==> src/rtl/sprite_xform_pkg.sv <==
// Shared types and constants for the sprite orientation transform.
// Holds rotation encodings, the orient_t bundle and the default FRAME_DIV.
package sprite_pkg;

    localparam logic [1:0] ROT_N = 2'd0;
    localparam logic [1:0] ROT_E = 2'd1;
    localparam logic [1:0] ROT_S = 2'd2;
    localparam logic [1:0] ROT_W = 2'd3;

    localparam int FRAME_DIV_DEF = 30;

    typedef struct packed {
        logic       mir;
        logic [1:0] rot;
    } orient_t;

endpackage

==> src/rtl/sprite_xform_if.sv <==
// Pixel-coordinate in / ROM-address out bundle for sprite_xform.
// master: drives pixel_h/pixel_v/pixel_valid; slave: returns addr/addr_valid.
interface sprite_xform_if #(
    parameter int COORD_W = 4
) ();
    localparam int ADDR_W = 2 * COORD_W;

    logic [COORD_W-1:0] pixel_h;
    logic [COORD_W-1:0] pixel_v;
    logic               pixel_valid;
    logic [ADDR_W-1:0]  addr;
    logic               addr_valid;

    modport master (
        output pixel_h,
        output pixel_v,
        output pixel_valid,
        input  addr,
        input  addr_valid
    );

    modport slave (
        input  pixel_h,
        input  pixel_v,
        input  pixel_valid,
        output addr,
        output addr_valid
    );
endinterface

==> src/rtl/sprite_xform_map.sv <==
// Combinational sprite coordinate -> ROM address mapper for 8 orientations.
// Ports: h, v (coords), o (orient_t), addr (2*COORD_W bits).
module sprite_xform_map
    import sprite_pkg::*;
#(
    parameter int COORD_W = 4
) (
    input  logic [COORD_W-1:0]   h,
    input  logic [COORD_W-1:0]   v,
    input  orient_t              o,
    output logic [2*COORD_W-1:0] addr
);

    logic [COORD_W-1:0] hm;

    // Mirror is applied before rotation.
    assign hm = o.mir ? ~h : h;

    always_comb begin
        addr = '0;
        unique case (o.rot)
            ROT_N: addr = {v, hm};
            ROT_E: addr = {~hm, v};
            ROT_S: addr = {~v, ~hm};
            ROT_W: addr = {hm, ~v};
        endcase
    end

endmodule

==> src/rtl/sprite_xform.sv <==
// Sprite orientation stage: coordinate->ROM address, inversion, auto-rotate.
// Ports: vgaclk, reset_n (sync, low), pix (slave bus), frame_tick, btn_*,
// inv, orient {mir,rot}, auto_on. Define SPRITE_XFORM_FRAME_SYNC_EN to
// hold button changes in pending registers until frame_tick.
module sprite_xform
    import sprite_pkg::*;
#(
    parameter int COORD_W   = 4,
    parameter int FRAME_DIV = FRAME_DIV_DEF
) (
    input  logic           vgaclk,
    input  logic           reset_n,
    sprite_xform_if.slave  pix,
    input  logic           frame_tick,
    input  logic           btn_rot_cw,
    input  logic           btn_rot_ccw,
    input  logic           btn_mirror,
    input  logic           btn_inv,
    input  logic           btn_auto,
    output logic           inv,
    output logic [2:0]     orient,
    output logic           auto_on
);

    localparam int ADDR_W = 2 * COORD_W;
    localparam logic [7:0] CNT_LAST = 8'(FRAME_DIV - 1);

    orient_t           cur;
    logic [7:0]        frame_cnt;
    logic              auto_step;
    logic [1:0]        delta;
    logic [ADDR_W-1:0] map_addr;
    logic [ADDR_W-1:0] addr_q;
    logic              valid_q;

    assign orient = cur;

    assign auto_step = auto_on && frame_tick && (frame_cnt == CNT_LAST);

    // Net rotation this cycle: cw/ccw cancel, auto step adds +1 on top.
    always_comb begin
        delta = 2'd0;
        if (btn_rot_cw && !btn_rot_ccw) begin
            delta = 2'd1;
        end else if (btn_rot_ccw && !btn_rot_cw) begin
            delta = 2'd3;
        end
        if (auto_step) begin
            delta = delta + 2'd1;
        end
    end

    always_ff @(posedge vgaclk) begin
        if (!reset_n) begin
            auto_on   <= 1'b0;
            frame_cnt <= 8'd0;
        end else begin
            if (btn_auto) begin
                auto_on <= !auto_on;
            end
            if (btn_auto && auto_on) begin
                frame_cnt <= 8'd0;
            end else if (auto_step) begin
                frame_cnt <= 8'd0;
            end else if (auto_on && frame_tick) begin
                frame_cnt <= frame_cnt + 8'd1;
            end
        end
    end

`ifdef SPRITE_XFORM_FRAME_SYNC_EN
    // Pending registers track the absolute next orientation, so a commit
    // simply copies them (including any same-cycle button pulse).
    logic [1:0] pend_rot;
    logic       pend_mir;
    logic       pend_inv;
    logic [1:0] pend_rot_nxt;
    logic       pend_mir_nxt;
    logic       pend_inv_nxt;

    assign pend_rot_nxt = pend_rot + delta;
    assign pend_mir_nxt = pend_mir ^ btn_mirror;
    assign pend_inv_nxt = pend_inv ^ btn_inv;

    always_ff @(posedge vgaclk) begin
        if (!reset_n) begin
            pend_rot <= ROT_N;
            pend_mir <= 1'b0;
            pend_inv <= 1'b0;
            cur      <= '0;
            inv      <= 1'b0;
        end else begin
            pend_rot <= pend_rot_nxt;
            pend_mir <= pend_mir_nxt;
            pend_inv <= pend_inv_nxt;
            if (frame_tick) begin
                cur.rot <= pend_rot_nxt;
                cur.mir <= pend_mir_nxt;
                inv     <= pend_inv_nxt;
            end
        end
    end
`else
    always_ff @(posedge vgaclk) begin
        if (!reset_n) begin
            cur <= '0;
            inv <= 1'b0;
        end else begin
            cur.rot <= cur.rot + delta;
            cur.mir <= cur.mir ^ btn_mirror;
            inv     <= inv ^ btn_inv;
        end
    end
`endif

    sprite_xform_map #(
        .COORD_W(COORD_W)
    ) u_map (
        .h    (pix.pixel_h),
        .v    (pix.pixel_v),
        .o    (cur),
        .addr (map_addr)
    );

    // Address holds its last value while pixel_valid is low.
    always_ff @(posedge vgaclk) begin
        if (!reset_n) begin
            addr_q  <= '0;
            valid_q <= 1'b0;
        end else begin
            valid_q <= pix.pixel_valid;
            if (pix.pixel_valid) begin
                addr_q <= map_addr;
            end
        end
    end

    assign pix.addr       = addr_q;
    assign pix.addr_valid = valid_q;

endmodule

==> src/flat_wrapper.sv <==
// flat-port wrapper written by rule: the top's interface ports become plain ports
module sprite_xform_flat import sprite_pkg::*;
#(
    parameter int COORD_W   = 4,
    parameter int FRAME_DIV = FRAME_DIV_DEF
)
  (vgaclk, reset_n, frame_tick, btn_rot_cw, btn_rot_ccw, btn_mirror, btn_inv, btn_auto, inv, orient, auto_on, pix_pixel_h, pix_pixel_v, pix_pixel_valid, pix_addr, pix_addr_valid);
  sprite_xform_if #(.COORD_W(COORD_W)) pix_i ();
  input  logic vgaclk;
  input  logic reset_n;
  input  logic frame_tick;
  input  logic btn_rot_cw;
  input  logic btn_rot_ccw;
  input  logic btn_mirror;
  input  logic btn_inv;
  input  logic btn_auto;
  output logic inv;
  output logic [2:0] orient;
  output logic auto_on;
  input wire logic [$bits(pix_i.pixel_h)-1:0] pix_pixel_h;
  input wire logic [$bits(pix_i.pixel_v)-1:0] pix_pixel_v;
  input wire logic [$bits(pix_i.pixel_valid)-1:0] pix_pixel_valid;
  output wire logic [$bits(pix_i.addr)-1:0] pix_addr;
  output wire logic [$bits(pix_i.addr_valid)-1:0] pix_addr_valid;
  assign pix_i.pixel_h = pix_pixel_h;
  assign pix_i.pixel_v = pix_pixel_v;
  assign pix_i.pixel_valid = pix_pixel_valid;
  assign pix_addr = pix_i.addr;
  assign pix_addr_valid = pix_i.addr_valid;
  sprite_xform #(.COORD_W(COORD_W), .FRAME_DIV(FRAME_DIV)) u_core (.vgaclk(vgaclk), .reset_n(reset_n), .pix(pix_i), .frame_tick(frame_tick), .btn_rot_cw(btn_rot_cw), .btn_rot_ccw(btn_rot_ccw), .btn_mirror(btn_mirror), .btn_inv(btn_inv), .btn_auto(btn_auto), .inv(inv), .orient(orient), .auto_on(auto_on));
endmodule
==> config.mk <==
export PLATFORM = sky130hd
export DESIGN_NAME = sprite_xform_flat
export DESIGN_NICKNAME = d
export VERILOG_FILES = /design/src/rtl/sprite_xform_pkg.sv /design/src/rtl/sprite_xform_if.sv /design/src/rtl/sprite_xform_map.sv /design/src/rtl/sprite_xform.sv /design/src/flat_wrapper.sv
export SDC_FILE = /design/constraint.sdc
export NUM_CORES = 1
export LEC_CHECK = 0
export ABC_AREA = 1
export CORE_MARGIN = 4
export CORE_UTILIZATION = 45
export CTS_BUF_LIST = sky130_fd_sc_hd__clkbuf_16
export DETAILED_ROUTE_END_ITERATION = 12
export PLACE_DENSITY = 0.81
export REMOVE_ABC_BUFFERS = 1
export SLEW_MARGIN = 10
export SYNTH_ARGS = -nofsm -noshare
export SYNTH_HDL_FRONTEND = slang
export SYNTH_SLANG_ARGS = --single-unit
==> constraint.sdc <==
create_clock -name vgaclk -period 1.44 [get_ports vgaclk]
set_input_delay 0.288 -clock vgaclk [delete_from_list [all_inputs] [get_ports vgaclk]]
set_output_delay 0.288 -clock vgaclk [all_outputs]
set_load 0.005 [all_outputs]
==> flow_metrics.tcl, run 1 <==
set metrics [dict create \
    status "finished, violations left" \
    violations "setup timing" \
    cp.depth 1 \
    use_met3_pct 4.68 \
    pin_count 31 \
    fin_skew_ns 0.0102 \
    die_area_um2 3940 \
    routed_wl_mm 3.19 \
    synth_area_leaders "dfxtp_1 (33%), nand2_1 (13%), inv_1 (8.6%), nor2_1 (8.3%), nand3_1 (6.7%)" \
    insertedDiodeCount 0 \
    fmax_ghz 0.627 \
    drt_first_pass_iters 4 \
    initial_utilization_pct 48.1 \
    p_per_area_nw_per_um2 980 \
    p_sw_share_pct 25.2 \
    clock_sinks 22 \
    syn_to_final_growth_pct 47.9 \
    cp-end-kind "output port" \
    ys_types 25 \
    ir_worst_vdd_uv 1010 \
    cp_top_family "buffers and inverters" \
    grt_max_degree 18 \
    finalMaxSlewViolations 0 \
    core_area_um2 2810 \
    post-route-period-util_pct 111 \
    critPathLaunch "u_core.orient[1]" \
    ys_seq_area_share_pct 32.6 \
    cp_max_fo 5 \
    place_congestion 0.857 \
    netlist_instances 203 \
    dp_hpwl_mm 2.28 \
    holdWs_ns 0.519 \
    drc 0 \
    netSwitchingPower_uw 494 \
    finalSetupViolations 2 \
    portBuffers 30 \
    max-slew-margin-rel_pct 80.6 \
    hold_buffers 0 \
    cts_buffer_depth 2 \
    mostFrequentLayoutCell "nand2_1" \
    vias 1381 \
    synth-seq-cells 22 \
    drt-initial-drc-count 41 \
    drv_cap 0 \
    seqPwrFrac_pct 35.4 \
    netlist_area_um2 1350 \
    r2r-end "u_core.orient[1]" \
    combPwrFrac_pct 25.2 \
    crit_buf_inv 1 \
    finalSetupTns_ns -0.287 \
    worstPathRequired_ns 1.15 \
    syn_avg_cell_area_um2 6.65 \
    use_met2_pct 29.7 \
    yosys_warnings 0 \
    clockRootBuffer "clkbuf_16" \
    rrSetupSlack_ns -0.12 \
    htreeDepth 1 \
    period_needed_ns 1.59 \
    grt_pass1_wl_mm 5.55 \
    hold_start "u_core.inv" \
    vias_per_cell 4.81 \
    max_stage_delay_ns 0.56 \
    antenna_found_initial 0 \
    rsz0062_at_grt "true" \
    p_leak_uw 0.00100 \
    critPathSlowestCell "clkdlybuf4s50_1" \
    max_slew.worst_pin.slew_ns 0.290 \
    numCtsBuffers 3 \
    r2r_start "u_core.frame_cnt[1]" \
    path_cells "clkdlybuf4s50_1" \
    hold_viol_final 0 \
    synth_top_area_share_pct 32.6 \
    endpoint "orient[1]" \
    die_w_um 62.8 \
    row_count 19 \
    gr-total-overflow 0 \
    clkTransAtPathRegs_ns 0.06 \
    reg2reg_depth 11 \
    grt_pass1_vias 1329 \
    avgRoutedWirePerCell_um 11.1 \
    power_frac_clock_pct 39.4 \
    drive_above_1_share_pct 20.7 \
    startpoint_type "register" \
    die_height_um 62.8 \
    mostFrequentLayoutCells "nand2_1 (45), inv_1 (29), nor2_1 (29)" \
    yosys.area.top_type "dfxtp_1" \
    tritoncts "built" \
    grtUsageTotal_pct 16.9 \
    fin_ws_ns -0.155 \
    final_nets 279 \
    worstPathArrival_ns 1.31 \
    critical_path_class "register to output port" \
    p_int_uw 1460 \
    grt-busiest-layer "met2" \
    grt_use_met1_pct 20.5 \
    worstHoldPathType "register to register" \
    ant_nets 0 \
    clkLatencyLatePin_ns 0.26 \
]
stage by stage:
stage / setup slack, ns / utilization, % / total power [µW] / cells / area [µm²]
final: -0.155 / 71.2 / 1960 / 287 / 2000
after global routing: -0.240 / 71.2 / 2070 / 287 / 2000
after CTS: -0.174 / 70.6 / 1970 / 287 / 1980
after floorplan: -0.123 / - / 948 / 199 / 1330
after detailed placement: -0.531 / 65.2 / 1180 / 280 / 1830
after global placement: -0.464 / 65.2 / 1170 / 280 / 1830
layer usage:
| layer | share of wire [%] | wire length, µm |
|---|---|---|
| met5 | 0 | 0 |
| met4 | 0.60 | 19 |
| met3 | 6.2 | 196 |
| met2 | 51 | 1630 |
| met1 | 42 | 1340 |
synth_stat cells:
cell,instances
nand2_1,47
dfxtp_1,22
nor2_2,3
o211ai_1,1
xor2_1,8
xnor2_1,5
nor2_4,1
inv_1,31
nand3_2,1
a21oi_1,12
o21a_1,1
nand4_1,3
ha_1,5
nor3_4,1
o21bai_2,1
buf_2,3
a31oi_1,1
nand2_2,2
nor2_1,30
o21ai_0,1
inv_2,3
buf_4,1
nor3b_2,1
nand3_1,18
or2_2,1
power by group through the flow:
stage / clock, µW / sequential (µW) / combinational [µW]
floorplan: 0 / 717 / 230
global placement: 0 / 700 / 472
detailed placement: 0 / 700 / 478
CTS: 789 / 691 / 490
global route: 814 / 699 / 557
finish: 772 / 692 / 494
cell families (layout without fill, tap and decap cells):
logic type | count (synthesis) | count (layout) | share of synthesized area, %
xor gates and xnor gates | 13 | 13 | 8.43
buffers and inverters | 38 | 91 | 11.1
adders and majority gates | 5 | 5 | 4.63
and+or+nand+nor | 108 | 108 | 36.0
DFF | 22 | 22 | 32.6
AOI/OAI and AO/OA | 17 | 17 | 7.23
area by class of cell:
type	instances	area (µm²)
inverter	34	128
clock inverter	1	30.0
multi-input combinational	143	790
timing repair buffer	53	488
sequential	22	448
fill	246	808
tap	31	38.8
clock buffer	3	75.1
flip-flops by register name, indices dropped and copies added, names as in the netlist:
register	cells
u_core.pix.addr_valid	1
u_core.inv	1
u_core.frame_cnt	8
u_core.auto_on	1
u_core.pix.addr	8
u_core.orient	3
timing repair:
item / 4_1_cts / 5_1_grt
endpoints found under the setup margin: 5 / 6
cloned: 0 / 0
pin swaps: 5 / 3
gates resized for setup: 12 / 6
setup buffers: 3 / 0
how the worst min path moves through the flow:
stage	end	slack, ns	cells after the start
floorplan	u_core.orient[0]	0.38	2
global placement	u_core.inv	0.50	2
detailed placement	u_core.inv	0.50	2
CTS	u_core.inv	0.52	2
global route	u_core.inv	0.54	2
finish	u_core.inv	0.52	2
Note: power is estimated with default switching activity, not from simulation.
==> run 2: changes to the inputs <==
--- a/config.mk
+++ b/config.mk
@@ -11,7 +11,6 @@
 export CTS_BUF_LIST = sky130_fd_sc_hd__clkbuf_16
 export DETAILED_ROUTE_END_ITERATION = 12
 export PLACE_DENSITY = 0.81
-export REMOVE_ABC_BUFFERS = 1
 export SLEW_MARGIN = 10
 export SYNTH_ARGS = -nofsm -noshare
 export SYNTH_HDL_FRONTEND = slang
==> run 2 against run 1 <==
Compared with the run above:
- the flow still finishes with violations (setup timing)
- first-iteration DRC count up 27%
- critical endpoint is now u_core.orient[1]
- critical path type is now register to register
- clock skew down 0.0091 ns
- combinational power shrank 4.5%
- critical path depth up 10
- global-route usage down 0.83 points
- largest cell class unchanged
==> flow_metrics.tcl, run 2 (synthesis results as in run 1) <==
set metrics [dict create \
    worstPathRequired_ns 1.59 \
    period_needed_ns 1.58 \
    row_count 19 \
    vias 1366 \
    worstHoldPathType "register to register" \
    clockRootBuffer "clkbuf_16" \
    seqPwrFrac_pct 35.5 \
    p_leak_uw 0.000981 \
    routed.top_layer "met4" \
    startpoint_type "register" \
    r2r_start "u_core.frame_cnt[1]" \
    p_int_uw 1450 \
    p_total_uw 1940 \
    finalSetupViolations 2 \
    status "finished, violations left" \
    critical_path_class "register to register" \
    post-route-period-util_pct 110 \
    max_slew.worst_pin.slew_ns 0.226 \
    grt_pass1_vias 1228 \
    finalSetupTns_ns -0.222 \
    ant_nets 0 \
    dp_worst_setup_slack_ns -0.489 \
    endpoint "u_core.orient[1]" \
    drt_first_pass_iters 4 \
    drc 0 \
    p_per_area_nw_per_um2 996 \
    fmax_ghz 0.632 \
    htreeDepth 1 \
    portBuffers 30 \
    rrSetupSlack_ns -0.14 \
    wl_met1_mm 1.39 \
    grtUsageTotal_pct 16.1 \
    die_w_um 62.8 \
    rsz0062_at_grt "true" \
    fin_skew_ns 0.00115 \
    syn_to_final_growth_pct 44.6 \
    cp_max_fo 2 \
    avgRoutedWirePerCell_um 10.9 \
    clkTransAtPathRegs_ns 0.06 \
    grt_max_degree 18 \
    reg2reg_depth 11 \
    combPwrFrac_pct 24.3 \
    max-slew-margin-rel_pct 84.9 \
    drv_cap 0 \
    wl_met3_um 191 \
    cp-end-kind "register" \
    numCtsBuffers 3 \
    vias_per_cell 4.83 \
    grt_pass1_wl_mm 5.13 \
    clock_sinks 22 \
    antenna_found_initial 0 \
    violations "setup timing" \
    tritoncts "built" \
    hold_viol_final 0 \
    insertedDiodeCount 0 \
    syn_nets 225 \
    power_frac_clock_pct 40.2 \
    gr-total-overflow 0 \
    finalMaxSlewViolations 0 \
    r2r-end "u_core.orient[1]" \
    dp_cells 278 \
    core_area_um2 2810 \
    initial_utilization_pct 48.1 \
    dp_hpwl_mm 2.26 \
    mostFrequentLayoutCells "nand2_1 (46), inv_1 (30), nor2_1 (29)" \
    pin_count 31 \
    die_area_um2 3940 \
    final_nets 275 \
    fin_cells 283 \
    cts_buffer_depth 2 \
    die_height_um 62.8 \
    wl_met2_mm 1.45 \
    drt-initial-drc-count 52 \
    ir_worst_vdd_uv 483 \
    place_congestion 0.874 \
    mostFrequentLayoutCell "nand2_1" \
    worstPathArrival_ns 1.73 \
    fin_ws_ns -0.141 \
    holdWs_ns 0.513 \
    num-fill-cells 241 \
    drive_above_1_share_pct 18.7 \
    netSwitchingPower_uw 495 \
    p_sw_share_pct 25.4 \
    critPathLaunch "u_core.frame_cnt[1]" \
    routed_wl_mm 3.09 \
    clkLatencyLatePin_ns 0.25 \
]
## run 2: worst min-delay path by stage
stage	slack (ns)	depth (start not counted)	to	startpoint
after CTS	0.53	2	u_core.pix.addr[6]	u_core.pix.addr[6]
final	0.51	2	u_core.inv	u_core.inv
after global routing	0.55	2	u_core.inv	u_core.inv
after global placement	0.50	2	u_core.inv	u_core.inv
after detailed placement	0.52	2	u_core.inv	u_core.inv
after floorplan	0.38	2	u_core.orient[0]	reset_n
## run 2: through the flow
stage               utilization [%]  cell area (µm²)
floorplan                         -             1350
global placement               64.4             1810
detailed placement             64.4             1810
CTS                            68.1             1910
global route                   69.6             1950
finish                         69.6             1950
## run 2: area by class of cell
class                   count  area (µm²)  area share, %
clock buffers               3        75.1           3.85
clock inverters             1        30.0           1.54
inverters                  34         128           6.54
multi-input cells         143         790           40.4
flip-flops and latches     22         447           22.9
well taps                  31        38.8           1.99
repair buffers             49         444           22.8
## run 2: routing by layer
layer	vias up	track usage (%)
li1	727	-
met1	591	18.6
met2	42	26.9
met3	6	5.04
met4	0	7.44
met5	-	0
## run 2: power by group through the flow
stage / logic (µW) / registers (µW) / clock network (µW)
finish: 472 / 689 / 782
global route: 523 / 696 / 824
detailed placement: 468 / 700 / 0
floorplan: 263 / 700 / 0
global placement: 460 / 699 / 0
CTS: 473 / 689 / 790
## run 2: what timing repair did
item | in CTS | in global routing
resized for setup | 5 | 11
hold buffers | 0 | 0
pin swaps | 2 | 8
setup endpoints to repair | 5 | 8
setup buffers | 0 | 1
gates cloned | 0 | 0
## run 2: worst max-delay path, stage by stage, from the launching register on
cell and delay [ns]:
dfxtp_2 0.32, inv_2 0.06, ha_4 0.13, nand2_4 0.04, nor2_4 0.11, nand3_2 0.08
xor2_1 0.17, ha_2 0.19, xor2_1 0.17, nand3_1 0.09, nand2_1 0.07, nor2_1 0.04
==> run 3: changes to the inputs <==
--- a/config.mk
+++ b/config.mk
@@ -6,7 +6,6 @@
 export NUM_CORES = 1
 export LEC_CHECK = 0
 export ABC_AREA = 1
-export CORE_MARGIN = 4
 export CORE_UTILIZATION = 45
 export CTS_BUF_LIST = sky130_fd_sc_hd__clkbuf_16
 export DETAILED_ROUTE_END_ITERATION = 12
==> run 3 against run 2 <==
Compared with the run above:
- the flow finishes with violations (DRC, setup timing)
- register-to-register slack hardly changed
- critical path depth is 3 lower
- core utilization is 0.89 points lower
- cell area is 1.3% lower
- flip-flop and latch count stayed put
- sequential share of layout area is 0.23 points higher
- routed wire length is 3.1% lower
- sequential power hardly changed
- first-iteration DRC count is 31% lower
- global-route usage is 4.1 points higher
- critical path type is now input port to register
- largest power group is now sequential cells
- highest routed layer unchanged
==> flow_metrics.tcl, run 3 (synthesis results as in run 1) <==
set metrics [dict create \
    num-fill-cells 240 \
    mostFrequentLayoutCell "nand2_1" \
    path_cells "clkdlybuf4s50_1, ha_4, xor2_2, ha_2, xor2_1, nand3_1, nand2_1, nor2_1" \
    place_congestion 0.816 \
    regArea_um2 445 \
    die_area_um2 3220 \
    gr-total-overflow 0 \
    clockRootBuffer "clkbuf_16" \
    insertedDiodeCount 0 \
    critical_path_class "input port to register" \
    worstPathRequired_ns 1.58 \
    final_nets 273 \
    die_height_um 56.8 \
    cts_setup_buffers 0 \
    place_area_um2 1800 \
    grtUsageTotal_pct 20.1 \
    hold_buffers 0 \
    grt_max_degree 18 \
    row_count 19 \
    tritoncts "built" \
    worstHoldPathType "register to register" \
    syn_to_final_growth_pct 42.7 \
    cp_top_family "buffers and inverters" \
    vias 1364 \
    dp_hpwl_mm 2.17 \
    multi_input_area_um2 810 \
    max-slew-margin-rel_pct 85.7 \
    p_leak_uw 0.000956 \
    fin_area_um2 1930 \
    post-route-period-util_pct 113 \
    status "finished, violations left" \
    initial_utilization_pct 48.1 \
    fin_ws_ns -0.189 \
    core_area_um2 2810 \
    period_needed_ns 1.63 \
    critPathSlowestCell "clkdlybuf4s50_1" \
    grt_pass1_vias 1295 \
    holdWs_ns 0.484 \
    startpoint_type "input port" \
    drc 4 \
    finish.utilization_pct 68.7 \
    ant_nets 0 \
    hold_viol_final 0 \
    cp-end-kind "register" \
    worstPathArrival_ns 1.77 \
    finalMaxSlewViolations 0 \
    vias_per_cell 4.87 \
    htreeDepth 1 \
    crit_buf_inv 1 \
    drv_cap 0 \
    drt-initial-drc-count 36 \
    drive_above_1_share_pct 18.5 \
    fmax_ghz 0.614 \
    fin_cells 280 \
    clkTransAtPathRegs_ns 0.06 \
    pin_count 31 \
    drt_first_pass_iters 8 \
    numCtsBuffers 3 \
    rsz0062_at_grt "true" \
    mostFrequentLayoutCells "nand2_1 (46), inv_1 (29), nor2_1 (29)" \
    syn_nets 225 \
    p_per_area_nw_per_um2 903 \
    die_w_um 56.8 \
    max_stage_delay_ns 0.52 \
    grt_pass1_wl_mm 5.12 \
    finalSetupViolations 3 \
    dp_cells 277 \
    clock_sinks 22 \
    portBuffers 30 \
    cts_buffer_depth 2 \
    finalSetupTns_ns -0.261 \
    ir_worst_vdd_uv 587 \
    max_slew.worst_pin.slew_ns 0.215 \
    fin_skew_ns 0.00289 \
    violations "DRC, setup timing" \
    cp_max_fo 2 \
    antenna_found_initial 0 \
    avgRoutedWirePerCell_um 10.7 \
    clkLatencyLatePin_ns 0.25 \
    routed_wl_mm 2.99 \
]
==> run 3: layout make-up <==
cell class                 count  share of cell area (%)
inverter                      34                    6.62
sequential                    22                    23.1
timing repair buffer          47                    22.3
tap                           31                    2.01
multi-input combinational    143                    42.0
clock buffer                   3                    3.90
==> run 3: final timing paths <==
kind,to,cells past startpoint,start,slack [ns]
setup / recovery,u_core.orient[1],8,btn_rot_ccw,-0.19
hold / removal,u_core.frame_cnt[7],2,u_core.frame_cnt[7],0.48
setup reg to reg,u_core.orient[1],11,u_core.frame_cnt[1],-0.15
hold reg to reg,u_core.frame_cnt[7],2,u_core.frame_cnt[7],0.48
==> run 3: power breakdown <==
| group | internal, µW | switching [µW] |
|---|---|---|
| sequential | 656 | 35.6 |
| combinational | 244 | 237 |
| clock | 366 | 200 |
==> run 3: worst reg2reg max path, stage by stage, from the launching register on <==
cell and delay (ns):
dfxtp_2 0.32, inv_2 0.06, ha_4 0.13, nand2_4 0.05
nor2_4 0.08, nand3_2 0.10, xor2_2 0.18, ha_2 0.20
xor2_1 0.18, nand3_1 0.09, nand2_1 0.06, nor2_1 0.03
==> run 3: through the flow <==
step / setup WS (ns) / total power [µW]
after floorplan: -0.0617 / 963
after global placement: -0.456 / 1160
after detailed placement: -0.526 / 1170
after CTS: -0.173 / 1750
after global routing: -0.226 / 1840
final: -0.189 / 1740
==> run 3: timing repair <==
action / CTS / global route
endpoints found under the setup margin: 5 / 5
resized for setup: 10 / 7
pin swaps: 3 / 1
==> run 3: layer usage <==
metal / global-route usage, % / vias to the layer above / share of wire [%]
met5: 0 / - / 0
li1: - / 715 / -
met2: 35.2 / 36 / 47
met1: 23.5 / 605 / 46
met3: 3.46 / 8 / 5.1
met4: 10.1 / 0 / 2.0
